File: config.mk
export PLATFORM = sky130hd
export DESIGN_NAME = movegen_ctrl
export DESIGN_NICKNAME = d
export VERILOG_FILES = /design/src/rtl/movegen_ctrl.sv
export SDC_FILE = /design/constraint.sdc
export NUM_CORES = 1
export LEC_CHECK = 0
export CAP_MARGIN = 5
export CORE_AREA = 2 2 271 273
export DETAILED_ROUTE_END_ITERATION = 7
export DIE_AREA = 0 0 273 275
export GPL_TIMING_DRIVEN = 0
export PLACE_DENSITY = 0.66
export SYNTH_ARGS = -nofsm -noshare
export SYNTH_HDL_FRONTEND = slang
export SYNTH_SLANG_ARGS = --single-unit
File: constraint.sdc
create_clock -name clk -period 5.4 [get_ports clk]
set_input_delay 0.81 -clock clk [delete_from_list [all_inputs] [get_ports clk]]
set_output_delay 0.81 -clock clk [all_outputs]
set_load 0.02 [all_outputs]
File: src/rtl/movegen_ctrl.sv
// Sequencer and capture-first round-robin move collector for the column array.
// Grant-to-visible latency 1 cycle; grants stall while the 16-entry FIFO is full.
module movegen_ctrl #(
    parameter int NCOL       = 8,
    parameter int FIFO_DEPTH = 16
) (
    input  logic                 clk,
    input  logic                 reset,
    input  logic                 start,
    input  logic [255:0]         bstate,
    output logic [255:0]         board_q,
    output logic                 col_reset,
    input  logic [NCOL-1:0]      col_done,
    input  logic [NCOL-1:0]      col_valid,
    input  logic [16*NCOL-1:0]   col_move,
    output logic [NCOL-1:0]      col_ack,
    output logic [15:0]          move_data,
    output logic                 move_valid,
    input  logic                 move_ready,
    output logic                 busy,
    output logic                 done,
    output logic [7:0]           move_count
);

    localparam int PW = $clog2(NCOL);
    localparam int AW = $clog2(FIFO_DEPTH);
    localparam int CW = AW + 1;

    typedef enum logic [2:0] {S_IDLE, S_CLEAR, S_RUN, S_DRAIN, S_DONE} state_t;

    state_t          r_state;
    logic [255:0]    r_board;
    logic [7:0]      r_count;
    logic [PW-1:0]   r_ptr;
    logic [15:0]     r_mem [FIFO_DEPTH];
    logic [AW-1:0]   r_wp;
    logic [AW-1:0]   r_rp;
    logic [CW-1:0]   r_cnt;

    logic [NCOL-1:0] w_cap;
    logic [NCOL-1:0] w_cand;
    logic [PW-1:0]   w_idx;
    logic [PW-1:0]   w_gnt;
    logic            w_found;
    logic            w_full;
    logic            w_push;
    logic            w_pop;
    logic [15:0]     w_move;

    assign w_full = (r_cnt == CW'(FIFO_DEPTH));

    // Captures shadow quiet moves entirely; the pointer search then runs over the winners.
    always_comb begin
        w_cap   = '0;
        w_idx   = '0;
        w_gnt   = '0;
        w_found = 1'b0;
        for (int c = 0; c < NCOL; c++) begin
            w_cap[c] = col_valid[c] & col_move[16*c+15];
        end
        w_cand = (|w_cap) ? w_cap : col_valid;
        if (r_state == S_RUN && !w_full) begin
            for (int i = 0; i < NCOL; i++) begin
                w_idx = r_ptr + PW'(i);
                if (!w_found && w_cand[w_idx]) begin
                    w_found = 1'b1;
                    w_gnt   = w_idx;
                end
            end
        end
    end

    assign w_move     = col_move[16*w_gnt +: 16];
    assign w_push     = w_found;
    assign w_pop      = move_ready && (r_cnt != '0);
    assign col_ack    = w_found ? (NCOL'(1) << w_gnt) : '0;
    assign col_reset  = reset || (r_state == S_CLEAR);
    assign board_q    = r_board;
    assign move_count = r_count;
    assign busy       = (r_state != S_IDLE);
    assign done       = (r_state == S_DONE);
    assign move_valid = (r_cnt != '0);
    assign move_data  = (r_cnt != '0) ? r_mem[r_rp] : 16'h0000;

    always_ff @(posedge clk) begin
        if (w_push) begin
            r_mem[r_wp] <= w_move;
        end
    end

    always_ff @(posedge clk) begin
        if (reset) begin
            r_wp  <= '0;
            r_rp  <= '0;
            r_cnt <= '0;
        end else begin
            if (w_push) r_wp <= r_wp + AW'(1);
            if (w_pop)  r_rp <= r_rp + AW'(1);
            case ({w_push, w_pop})
                2'b10:   r_cnt <= r_cnt + CW'(1);
                2'b01:   r_cnt <= r_cnt - CW'(1);
                default: r_cnt <= r_cnt;
            endcase
        end
    end

    always_ff @(posedge clk) begin
        if (reset) begin
            r_state <= S_IDLE;
            r_board <= '0;
            r_count <= '0;
            r_ptr   <= '0;
        end else begin
            case (r_state)
                S_IDLE: begin
                    if (start) begin
                        r_board <= bstate;
                        r_count <= '0;
                        r_ptr   <= '0;
                        r_state <= S_CLEAR;
                    end
                end
                S_CLEAR: r_state <= S_RUN;
                S_RUN: begin
                    if (w_found) begin
                        r_ptr <= w_gnt + PW'(1);
                        if (r_count != 8'hFF) r_count <= r_count + 8'd1;
                    end
                    if ((&col_done) && (col_valid == '0)) r_state <= S_DRAIN;
                end
                S_DRAIN: begin
                    if (r_cnt == '0) r_state <= S_DONE;
                end
                S_DONE:  r_state <= S_IDLE;
                default: r_state <= S_IDLE;
            endcase
        end
    end

endmodule

## Yosys cells after proc, flatten, opt, wreduce, memory -nomap -nowiden

Memory sizes are Yosys's and may differ from the RTL's. A register that Yosys moved wholly into a read port is not among the register bits.
Index checks and enable logic that the tools add are counted.

| word-level totals | value |
|---|---|
| flip-flop bits (word level) | 283 |
| RAM bits | 256 |
| logic and storage cells | 144 |
| memories | 1 |

| operators by class | value |
|---|---|
| add/subtract/negate cells | 13 |
| order comparisons | 8 |
| eq/ne operators | 13 |
| shifts and indexed selects | 2 |
| muxes and demuxes | 60 |
| bitwise gates (word level) | 8 |
| reductions and logical operators | 32 |

Memories:

| name | words | bits a word | read ports | clocked after Yosys merged registers in | wr ports | RTL line | text |
|---|---|---|---|---|---|---|---|
| r_mem | 16 | 16 | 1 | 1 | 1 | 35 | `logic [15:0] r_mem [FIFO_DEPTH];` |

Operators with widths:

| cell | number |
|---|---|
| $shiftx 128x8->16 | 1 |
| $mux 3 | 14 |
| $mux 8 | 5 |
| $lt 3x4->1 const B | 8 |
| $mux 1 | 26 |
| $bmux 1 s3 | 8 |
| $mux 16 | 1 |
| $pmux 8 s2 | 1 |
| $add 3x3->3 const B | 4 |
| $pmux 3 s4 | 1 |
| $logic_and 1x1->1 | 10 |
| $pmux 5 s2 | 1 |
| $add 4x1->4 const B | 2 |
| $add 8x1->8 const B | 1 |
| $and 1x1->1 | 8 |
| $logic_not 1->1 | 8 |
| $logic_not 8->1 | 1 |
| $mux 4 | 2 |
| $ne 8x8->1 const B | 1 |
| $reduce_and 8->1 | 1 |
| $reduce_or 8->1 | 1 |
| $shl 1x3->8 const A | 1 |
| $add 3x1->3 const B | 2 |
| $add 3x2->3 const B | 2 |
| 20 further kinds | 26 |

## Logic depth before layout (Yosys ltp)

Gate-level depths: netlist of the first run.

| logic depth | value |
|---|---|
| depth in word-level cells | 38 |
| depth in mapped cells | 24 |

## Least setup slack after synthesis of the first run

OpenSTA, ideal clock, no wires.

| path | value |
|---|---|
| kind | register to register |
| start | register r_ptr[0] |
| end | register r_cnt[4] |
| library setup time | 0.070 ns |
| data arrival time | 5.380 ns |
| data required time | 5.330 ns |
| path slack | -0.050 ns |
| cell stages (with the launch flop) | 24 |
| cell sequence | dfxtp_1 clkbuf_1 clkinv_1 buf_1 ha_1 clkbuf_1 o32ai_1 mux4_1 o22a_1 or3_1 buf_6 o41a_1 buf_6 inv_1 ha_1 clkbuf_1 xor2_1 ha_1 o21ai_0 a21oi_1 a21oi_1 xor2_1 or3_1 a21oi_1 |

| on the way | value |
|---|---|
| longest elaborated chain between the ends | 34 |
| elaborated cells between the ends (all ways) | 57 |

Ends and longest elaborated chain:

| item | RTL line | text |
|---|---|---|
| start, declared | 34 | `logic [PW-1:0] r_ptr;` |
| start signal, assigned | 126 | `r_ptr <= w_gnt + PW'(1);` |
| parallel branches: the longest is 30 deep, another holds $add 3x1->3 | -- |  |
| $mux 1 (*) | 65 | `if (!w_found && w_cand[w_idx]) begin` |
| $mux 1 (*) | 62 | `if (r_state == S_RUN && !w_full) begin` |
| $eq 2x1->1 / $eq 2x2->1 (equally long branches) | 99 | `case ({w_push, w_pop})` |
| $pmux 5 s2 / $reduce_bool 2->1 (equally long branches) | -- |  |
| end signal, assigned | 100 | `2'b10: r_cnt <= r_cnt + CW'(1);` |
| end signal, assigned | 101 | `2'b01: r_cnt <= r_cnt - CW'(1);` |
| end signal, assigned | 102 | `default: r_cnt <= r_cnt;` |
| end, declared | 38 | `logic [CW-1:0] r_cnt;` |

Mark *: on every way between the ends. The select of a mux whose other input is x is not followed.
A chain may end at the register's enable or synchronous reset.

## Final worst setup path of the first run

| path | value |
|---|---|
| start | input col_move[79] |
| end | output col_ack[1] |

| on the way | value |
|---|---|
| longest elaborated chain between the ends | 37 |
| elaborated cells between the ends (all ways) | 60 |

Ends and longest elaborated chain:

| item | RTL line | text |
|---|---|---|
| start, declared | 15 | `input logic [16*NCOL-1:0] col_move,` |
| $and 1x1->1 (*) | 59 | `w_cap[c] = col_valid[c] & col_move[16*c+15];` |
| $reduce_or 8->1 | 61 | `w_cand = (\|w_cap) ? w_cap : col_valid;` |
| $mux 8 (*) | 61 |  |
| $bmux 1 s3 | 65 |  |
| $mux 1 (implied by the code) | 65 |  |
| $mux 1 | 65 |  |
| $mux 1 | 62 |  |
| $logic_not 1->1 | 65 |  |
| [21 not listed] | -- |  |
| $mux 1 | 65 |  |
| $mux 1 | 62 |  |
| $logic_not 1->1 | 65 |  |
| $logic_and 1x1->1 | 65 |  |
| $mux 3 | 65 |  |
| $mux 3 | 62 |  |
| $shl 1x3->8 | 76 | `assign col_ack = w_found ? (NCOL'(1) << w_gnt) : '0;` |
| $mux 8 (*) | 76 |  |
| end, declared | 16 | `output logic [NCOL-1:0] col_ack,` |

Mark *: on every way between the ends. The rest lies on a longest branch, timed or not. The select of a mux whose other input is x is not followed.

==> flow_summary.json, run 1 <==
{
  "finalHoldViolCount": 0,
  "max-slew-margin-rel_pct": 21.52,
  "grt_pass1_wl_mm": 131.9,
  "cp_data_arrival_time_ns": 4.44,
  "cts_buffer_depth": 3,
  "worstMarginPinSlew_ns": 1.177,
  "grt_usage_pct": 24.21,
  "fillCellCount": 6632,
  "drive_above_1_share_pct": 11.87,
  "num_vias": 18830,
  "wl_per_cell_um": 24.53,
  "setup_violations": 0,
  "pre_cts_ws_ns": -1.501,
  "detail_route.iter0.violations": 1401,
  "ant_nets": 0,
  "max-cap-violations": 0,
  "fin_skew_ns": 0.02419,
  "ys_seq_area_share_pct": 60.04,
  "drc": 0,
  "overflow": 0,
  "cts_buffers": 58,
  "synth_flop_cell": "dfxtp_1",
  "die_x_um": 273,
  "cts_tree": "yes",
  "synth_top_area_share_pct": 34.36,
  "core_area_sq_um": 72340,
  "first_pass_iters": 5,
  "die_area_sq_um": 75080,
  "period_minus_slack_ns": 5.252,
  "row_count": 99,
  "final_nets": 3233,
  "ir_drop_uv": 300.5,
  "initial_utilization_pct": 30.93,
  "dpl.cell_count": 3686,
  "clkTransAtPathRegs_ns": 0.06,
  "p_leak_nw": 11.35,
  "yosys-top-cells-area": "edfxtp_1 (34%), dfxtp_1 (26%), nand2_1 (9.5%), mux4_2 (8.6%), a21oi_1 (6.8%)",
  "viasPerCell": 4.913,
  "p_per_area_nw_per_um2": 392.4,
  "crit_type": "input port to output port",
  "grt_pass1_vias": 18680,
  "endpoint_kind": "output port",
  "fmax_mhz": 190.4,
  "grt_max_degree": 19,
  "finalMaxSlewViolations": 0,
  "rsz0062_at_grt": "false",
  "finalPower_mw": 13.12,
  "worstSetupStartpoint": "col_move[79]",
  "worst_slack_ns": 0.1484,
  "status": "completed",
  "synth_edf_count": 256,
  "cp-start-kind": "input port",
  "cts-htree-levels": 2,
  "insertion_delay_ns": 0.61,
  "die_h_um": 275,
  "ys_ff_latch": 543,
  "timing.rr.start": "r_ptr[0]",
  "ys_async_sr_fraction_pct": 0,
  "required_ns": 4.59,
  "hold_class": "flip-flop to flip-flop",
  "routabilityCongestion": 0.9578,
  "io_pins": 696,
  "ys_types": 58,
  "numClockSinks": 543,
  "hpwl_mm": 73.46,
  "ys_warn_count": 0,
  "hold_start": "board_q[229]",
  "io_buffers": 694,
  "fin_cells": 3832,
  "cp_max_fo": 11,
  "syn_nets": 2435,
  "netlist_instances": 2013,
  "antenna_found_initial": 28,
  "yosysTopAreaCell": "edfxtp_1",
  "cts-root-buf": "clkbuf_16",
  "fin_crit_sh_pct": 97.25,
  "totalWireLength_mm": 94.00,
  "synth_area_per_cell_sq_um": 11.11,
  "syn_area_sq_um": 22370,
  "syn2layout_area_growth_pct": 49.44
}
synth_stat cells, drive strengths merged (3+ instances only):
cell	count
mux4	87
ha	18
or3	4
a41oi	9
buf	30
dfxtp	287
o22ai	6
a31oi	6
a22oi	38
and3	3
nand2	569
edfxtp	256
a21oi	302
xnor2	4
clkbuf	114
mux2i	41
o221ai	7
nand2b	34
inv	15
o32ai	9
mux2	19
nor3	9
nand4	9
nand3	7
o21ai	9
o2111ai	3
xor2	17
and2	21
nor2	53
flip-flops by register name (all words and copies together), names as in the netlist, named ones only:
signal,flops
r_mem,256
board_q,256
r_wp,4
r_rp,4
r_cnt,5
r_ptr,3
r_state,3
move_count,8
layout by cell type, fill, tap and decap left out, drive strengths merged, types with 10 or more instances in the layout:
cell,instances
clkdlybuf4s50,670
nand2,569
a21oi,302
dfxtp,287
edfxtp,256
clkbuf,196
mux4,87
buf,86
nor2,53
mux2i,41
a22oi,38
nand2b,34
and2,21
inv,21
mux2,19
ha,18
xor2,17
diode,16
clkinv,13
dlygate4sd2,10
path summary, 6_finish.rpt:
path | slack, ns | to | cells past startpoint
worst min register to register | 0.45 | board_q[229] | 2
worst max register to register | 0.31 | r_cnt[4] | 24
worst min-delay path | 0.45 | board_q[229] | 2
worst max-delay path | 0.15 | col_ack[1] | 17
layout make-up:
cell class / count / area (sq um) / area share, %
Sequential cell: 543 / 13430 / 40.18
Multi-Input combinational cell: 1309 / 8711 / 26.06
Clock inverter: 22 / 205.2 / 0.6138
Tap cell: 959 / 1200 / 3.589
Inverter: 17 / 78.83 / 0.2358
Buffer: 141 / 658.1 / 1.969
Antenna cell: 16 / 40.04 / 0.1198
Timing Repair Buffer: 741 / 7421 / 22.20
Clock buffer: 84 / 1683 / 5.034
critical path, cell delays in order:
cell	delay, ns
dlygate4sd2_1	0.31
a22oi_2	0.15
buf_4	0.19
a41oi_4	0.27
buf_4	0.18
o22ai_1	0.08
mux4_2	0.51
o21bai_1	0.20
or4_1	0.43
a22oi_1	0.27
nor3b_4	0.10
buf_6	0.17
inv_1	0.08
ha_1	0.15
nand2_2	0.13
a31oi_4	0.21
buf_4	0.17
power by group:
part,total [mW],internal [mW],switching (mW)
combinational,4.12,1.73,2.40
sequential,5.01,4.85,0.159
clock,3.98,2.30,1.68
total,13.1,8.88,4.24
logic make-up after synthesis:
| kind of cell | synth area share [%] |
|---|---|
| multiplexers | 11.58 |
| XOR/XNOR | 0.8221 |
| buffers and inverters | 2.964 |
| flip-flops | 60.04 |
| AND/OR/NAND/NOR | 13.10 |
| adder cells (fa/ha/maj) | 1.007 |
| AO/OA/AOI/OAI | 10.48 |
through the flow:
step | hold slack (ns) | util, % | area [sq um] | setup TNS, ns
2_1_floorplan | 0.4656 | - | 22370 | 0
4_1_cts | 0.4540 | 46.02 | 33290 | 0
5_1_grt | 0.4680 | 46.19 | 33410 | 0
3_5_place_dp | 0.4459 | 42.65 | 30850 | -85.96
3_3_place_gp | 0.4400 | 42.19 | 30520 | -281.85
6_report | 0.4518 | 46.21 | 33430 | 0
routing by layer:
layer  part of all wire [%]  GRT usage, %
met4                    3.9         8.973
met3                    9.3         8.737
met5                  0.014             0
met1                     36         26.16
met2                     51         43.38
repair_timing:
item	in CTS	in global routing
hold buffers	0	0
pin swaps	16	6
setup buffers	20	7
endpoints found under the setup margin	251	9
resized for setup	132	27
cloned	0	0
endpoints found under the hold margin	0	0
No activity file was read; power rests on OpenSTA's default activity.
==> run 2, diff against run 1 <==
--- a/config.mk
+++ b/config.mk
@@ -5,6 +5,7 @@
 export SDC_FILE = /design/constraint.sdc
 export NUM_CORES = 1
 export LEC_CHECK = 0
+export ABC_CLOCK_PERIOD_IN_PS = 5400
 export CAP_MARGIN = 5
 export CORE_AREA = 2 2 271 273
 export DETAILED_ROUTE_END_ITERATION = 7
==> results of run 2 <==
Final layout, timing and power as in run 1 (identical DEF).
